<file path="config.mk">
export PLATFORM = sky130hd
export DESIGN_NAME = udp_tx_framer
export DESIGN_NICKNAME = d
export VERILOG_FILES = /design/src/rtl/udp_tx_framer.sv
export SDC_FILE = /design/constraint.sdc
export NUM_CORES = 1
export LEC_CHECK = 0
export BUFFER_PORTS_ARGS = -buffer_cell sky130_fd_sc_hd__buf_2
export CAP_MARGIN = 5
export CORE_MARGIN = 8
export CORE_UTILIZATION = 40
export DETAILED_ROUTE_END_ITERATION = 10
export PLACE_DENSITY = 0.71
export SLEW_MARGIN = 25
export SYNTH_ARGS = -nofsm -noshare
export SYNTH_HDL_FRONTEND = slang
export SYNTH_SLANG_ARGS = --single-unit
</file>
<file path="constraint.sdc">
create_clock -name clk -period 4.5 [get_ports clk]
set_clock_uncertainty 0.1 [all_clocks]
set_input_delay 0.45 -clock clk [delete_from_list [all_inputs] [get_ports clk]]
set_output_delay 0.45 -clock clk [all_outputs]
set_load 0.005 [all_outputs]
</file>
<file path="src/rtl/udp_tx_framer.sv">
// UDP/IPv4/Ethernet transmit framer: header generation, payload pass-through and
// zero padding to the 60-byte Ethernet minimum, on a valid/ready byte stream.
module udp_tx_framer #(
    parameter logic [47:0] SRC_MAC     = 48'h020000000001,
    parameter logic [31:0] SRC_IP      = 32'hAC1B01F0,
    parameter logic [7:0]  IP_TTL      = 8'd64,
    parameter int          MAX_PAYLOAD = 1472
) (
    input  logic        clk,
    input  logic        reset_n,
    input  logic        start_i,
    input  logic [15:0] length_i,
    input  logic [15:0] checksum_i,
    input  logic [15:0] local_port_i,
    input  logic [15:0] remote_port_i,
    input  logic [31:0] remote_ip_i,
    input  logic [31:0] remote_mac_lsb_i,
    input  logic [31:0] remote_mac_msb_i,
    input  logic [7:0]  pl_data_i,
    input  logic        pl_valid_i,
    output logic        pl_ready_o,
    output logic [7:0]  tx_data_o,
    output logic        tx_valid_o,
    input  logic        tx_ready_i,
    output logic        tx_sop_o,
    output logic        tx_eop_o,
    output logic        busy_o,
    output logic        drop_o,
    output logic [1:0]  state_o
);

    // Handshakes: a byte moves on tx (and pl) when valid and ready are both high
    // at the rising edge of clk; valid never waits for ready.
    typedef enum logic [1:0] {
        IDLE    = 2'd0,
        HDR     = 2'd1,
        PAYLOAD = 2'd2,
        PAD     = 2'd3
    } state_t;

    localparam logic [15:0] MAX_LEN  = 16'(MAX_PAYLOAD);
    localparam logic [15:0] HDR_LAST = 16'd41;
    localparam logic [15:0] MIN_LAST = 16'd59;

    state_t      state, state_nx;
    logic [15:0] cnt, cnt_nx;

    logic [15:0] len_q;
    logic [15:0] chk_q;
    logic [15:0] lport_q;
    logic [15:0] rport_q;
    logic [31:0] rip_q;
    logic [47:0] rmac_q;

    logic        start_ok;
    logic [15:0] ip_len;
    logic [15:0] udp_len;
    logic [15:0] pay_last;
    logic        len_short;
    logic [7:0]  hdr_byte;
    logic        unused_bits;

    assign unused_bits = &{1'b0, remote_mac_msb_i[31:16]};

    assign start_ok  = start_i && (state == IDLE) && (length_i <= MAX_LEN);
    assign ip_len    = len_q + 16'd28;
    assign udp_len   = len_q + 16'd8;
    // cnt is the frame byte index, so the last payload byte sits at 41+len.
    assign pay_last  = len_q + HDR_LAST;
    assign len_short = len_q < 16'd18;

    assign busy_o  = (state != IDLE);
    assign state_o = state;

    always_comb begin
        hdr_byte = 8'h00;
        case (cnt[5:0])
            6'd0:  hdr_byte = rmac_q[47:40];
            6'd1:  hdr_byte = rmac_q[39:32];
            6'd2:  hdr_byte = rmac_q[31:24];
            6'd3:  hdr_byte = rmac_q[23:16];
            6'd4:  hdr_byte = rmac_q[15:8];
            6'd5:  hdr_byte = rmac_q[7:0];
            6'd6:  hdr_byte = SRC_MAC[47:40];
            6'd7:  hdr_byte = SRC_MAC[39:32];
            6'd8:  hdr_byte = SRC_MAC[31:24];
            6'd9:  hdr_byte = SRC_MAC[23:16];
            6'd10: hdr_byte = SRC_MAC[15:8];
            6'd11: hdr_byte = SRC_MAC[7:0];
            6'd12: hdr_byte = 8'h08;
            6'd13: hdr_byte = 8'h00;
            6'd14: hdr_byte = 8'h45;
            6'd15: hdr_byte = 8'h00;
            6'd16: hdr_byte = ip_len[15:8];
            6'd17: hdr_byte = ip_len[7:0];
            6'd18: hdr_byte = 8'h00;
            6'd19: hdr_byte = 8'h00;
            6'd20: hdr_byte = 8'h40;
            6'd21: hdr_byte = 8'h00;
            6'd22: hdr_byte = IP_TTL;
            6'd23: hdr_byte = 8'h11;
            6'd24: hdr_byte = chk_q[15:8];
            6'd25: hdr_byte = chk_q[7:0];
            6'd26: hdr_byte = SRC_IP[31:24];
            6'd27: hdr_byte = SRC_IP[23:16];
            6'd28: hdr_byte = SRC_IP[15:8];
            6'd29: hdr_byte = SRC_IP[7:0];
            6'd30: hdr_byte = rip_q[31:24];
            6'd31: hdr_byte = rip_q[23:16];
            6'd32: hdr_byte = rip_q[15:8];
            6'd33: hdr_byte = rip_q[7:0];
            6'd34: hdr_byte = lport_q[15:8];
            6'd35: hdr_byte = lport_q[7:0];
            6'd36: hdr_byte = rport_q[15:8];
            6'd37: hdr_byte = rport_q[7:0];
            6'd38: hdr_byte = udp_len[15:8];
            6'd39: hdr_byte = udp_len[7:0];
            default: hdr_byte = 8'h00;
        endcase
    end

    always_comb begin
        state_nx   = state;
        cnt_nx     = cnt;
        tx_data_o  = 8'h00;
        tx_valid_o = 1'b0;
        tx_sop_o   = 1'b0;
        tx_eop_o   = 1'b0;
        pl_ready_o = 1'b0;
        case (state)
            IDLE: begin
                if (start_ok) begin
                    state_nx = HDR;
                    cnt_nx   = 16'd0;
                end
            end
            HDR: begin
                tx_valid_o = 1'b1;
                tx_data_o  = hdr_byte;
                tx_sop_o   = (cnt == 16'd0);
                if (tx_ready_i) begin
                    cnt_nx = cnt + 16'd1;
                    if (cnt == HDR_LAST)
                        state_nx = (len_q == 16'd0) ? PAD : PAYLOAD;
                end
            end
            PAYLOAD: begin
                tx_data_o  = pl_data_i;
                tx_valid_o = pl_valid_i;
                pl_ready_o = tx_ready_i;
                tx_eop_o   = pl_valid_i && (cnt == pay_last) && !len_short;
                if (pl_valid_i && tx_ready_i) begin
                    cnt_nx = cnt + 16'd1;
                    if (cnt == pay_last) begin
                        state_nx = len_short ? PAD : IDLE;
                        if (!len_short)
                            cnt_nx = 16'd0;
                    end
                end
            end
            PAD: begin
                tx_valid_o = 1'b1;
                tx_eop_o   = (cnt == MIN_LAST);
                if (tx_ready_i) begin
                    cnt_nx = cnt + 16'd1;
                    if (cnt == MIN_LAST) begin
                        state_nx = IDLE;
                        cnt_nx   = 16'd0;
                    end
                end
            end
            default: state_nx = IDLE;
        endcase
    end

    always_ff @(posedge clk or negedge reset_n) begin
        if (!reset_n) begin
            state   <= IDLE;
            cnt     <= 16'd0;
            len_q   <= 16'd0;
            chk_q   <= 16'd0;
            lport_q <= 16'd0;
            rport_q <= 16'd0;
            rip_q   <= 32'd0;
            rmac_q  <= 48'd0;
            drop_o  <= 1'b0;
        end else begin
            state  <= state_nx;
            cnt    <= cnt_nx;
            // Any start that is not taken (busy or oversize) is reported one cycle later.
            drop_o <= start_i && !start_ok;
            if (start_ok) begin
                len_q   <= length_i;
                chk_q   <= checksum_i;
                lport_q <= local_port_i;
                rport_q <= remote_port_i;
                rip_q   <= remote_ip_i;
                rmac_q  <= {remote_mac_msb_i[15:0], remote_mac_lsb_i};
            end
        end
    end

endmodule
</file>
==> impl_metrics.yaml <==
die:
  core_area_sq_mm: 0.0226
  row_count: 55
  start_util: 0.408
  die-height_microns: 168
  die_w_microns: 168
  die-area_sq_mm: 0.0282
  io_pins: 189
clock_tree:
  cts_num_sinks: 163
  clk_path_buf_depth: 2
  insertion_delay_ns: 0.43
  cts_setup_buffers: 0
  cts_hold_buf: 0
  cts_made_buffers: 17
  cts_resized: 0
  clkTransAtPathRegs_ns: 0.07
  cts.htree.levels: 4
  clock-root-buffer: "clkbuf_16"
  cts_tree: "done"
timing:
  setup_viol: 0
  slew_violations: 0
  finalHoldViolCount: 0
  max_slew_margin: 0.353
  setup_tns_ns: 0
  max_freq_ghz: 0.234
  period_needed_ns: 4.28
  period_share: 0.951
  tightest_slew_ns: 0.970
  rsz0062_at_grt: "false"
detailed_routing:
  detail_route.iter0.violations: 585
  drt_wl_total_microns: 28700
  ant_nets: 0
  routedWlPerCell_microns: 21.9
  dr_total_vias: 7634
  drc_errors: 0
  dr.pass1.iters: 7
  viasPerCell: 5.84
flow_run:
  max_cap_viol_count: 0
global_routing:
  grt_max_degree: 146
  grtUsageTotal: 0.202
  grt_pass1_wl_microns: 44600
  grt-ovfl-total: 0
  antenna_found_initial: 5
  grt_pass1_vias: 7907
hold_path:
  hold_path_class: "input pin to async pin"
placed_design:
  gp_congestion: 0.893
  placed_cells: 1276
  place_hpwl_microns: 20900
  io_buffer_count: 172
logic_synthesis:
  synthArstFlopShare: 1.00
  yosysTopAreaCellShare: 0.442
  synth_seq_cells: 163
  ys_types: 71
  synth_ff_type: "dfrtp_1"
  syn_inst: 871
  netlist_area_sq_mm: 0.00923
  syn_nets: 1061
  yosysWarnings: 0
  syn_area_per_cell_sq_um: 10.6
  synth_top_area_cell: "dfrtp_1"
  synth_edf_count: 0
  synth-seq-area-share: 0.442
  synth_area_leaders: "dfrtp_1 (44%), mux2_2 (17%), nand2_1 (2.9%)"
power:
  p_per_area_mw_per_mm2: 449
  vdd_drop_max_uv: 242
  p_leak_nw: 5.28
layout:
  final_cell_mix: "buf_2 (171), dfrtp_1 (163), mux2_2 (138), nand2_1 (72), nor2_1 (43)"
  layout_commonest_cell: "buf_2"
  instances_no_fill: 1308
  n_antenna_cell: 0
  num-nets-final: 1200
  syn2layout_area_growth_pct: 18.0
  fill_cells: 2082
  drive_gt1_frac: 0.364
critical_path:
  required_ns: 3.95
  cp-start-kind: "flip-flop"
  reg2regPathDepth: 11
  path_max_fanout: 21
  cp_data_arrival_time_ns: 3.73
  path_class: "flip-flop to primary output"
  endpoint_kind: "primary output"
run_status:
  status: "completed"
-- per-stage QoR --
step                cell area, sq um   util  setup slack (ns)  hold slack, ns  power (mW)
finish                         10900  0.481             0.219          0.0282        4.89
global route                   10900  0.481            0.0461          0.0922        5.14
CTS                            10900  0.481             0.352          0.0914        4.89
detailed placement             10300  0.455             0.799           0.390        3.39
global placement               10300  0.455             0.813           0.387        3.36
floorplan                       9230      -              1.57          0.0544        2.87
-- sequential cells by signal (all words and copies together) (netlist names) --
register,count
rip_q,32
drop_o,1
cnt,16
rport_q,16
chk_q,16
lport_q,16
rmac_q,48
len_q,16
state_o,2
-- path summary, 6_finish.rpt --
kind,end,slack [ns],start
min in group clk,rmac_q[23],0.14,remote_mac_lsb_i[23]
hold reg to reg,rip_q[5],0.41,rip_q[5]
hold / removal,cnt[8],0.03,reset_n
setup reg to reg,cnt[6],0.98,len_q[3]
max in group asynchronous,rmac_q[32],3.31,reset_n
setup / recovery,tx_data_o[4],0.22,cnt[3]
-- per-layer routing --
layer	track usage	routed length, microns	vias to the layer above	part of all wire
met1	0.267	12500	3739	0.44
met5	0	53	-	0.0018
met3	0.0543	2090	59	0.073
met2	0.316	13300	326	0.46
met4	0.0699	713	10	0.025
li1	-	-	3500	-
-- power by group --
group          leakage [nW]  internal (mW)  switching [mW]
logic                  2.77          0.579           0.843
clock network         0.292          0.836           0.667
registers              2.22           1.72           0.239
total                  5.28           3.14            1.75
-- cell usage after synthesis (4+ instances only) --
cell and number:
nand3_1 22, buf_2 7, mux2_2 138, o211ai_1 10
and3_1 17, o21ai_1 8, nor2_1 43, a221oi_1 17
a22o_1 12, ha_1 17, o22ai_1 6, a211oi_1 4
o221ai_2 9, and2_1 20, a21boi_0 7, inv_1 15
xnor2_1 18, o21ai_0 18, a21oi_1 20, a22oi_1 33
nand2b_1 5, dfrtp_1 163, xor2_1 11, clkbuf_1 52
o2111ai_1 6, nor4_1 11, nor3_1 8, nand4_1 15
nand2_1 72, nor2b_1 13, a31oi_1 5, o21bai_1 5
-- kinds of logic (layout without fill, tap and decap cells) --
group           count (synthesis)  count (layout)  share of synthesized area
compound gates                195             195                      0.163
xor+xnor                       29              29                     0.0275
fa+ha+maj                      17              17                     0.0231
buf+inv                        83             235                     0.0385
flops                         163             163                      0.442
mux                           141             141                      0.172
simple gates                  243             243                      0.134
-- area by class of cell --
type                       instances  area [sq um]  share of cell area
clock buffer                      18           429              0.0394
clock inverter                    14           169              0.0155
inverter                          16          60.1             0.00551
multi-input combinational        625          4800               0.441
sequential                       163          4080               0.374
tap                              285           357              0.0327
timing repair buffer             187           995              0.0913
-- critical path: stages, from the launching register on --
cell and delay [ns]:
dfrtp_1 0.77, nor2b_1 0.28, and3_1 0.32, nor4b_1 0.36, nand4_1 0.15, o31ai_2 0.70
o21ai_0 0.33, and2_1 0.26, buf_2 0.13
(Power assumes the default switching activity.)
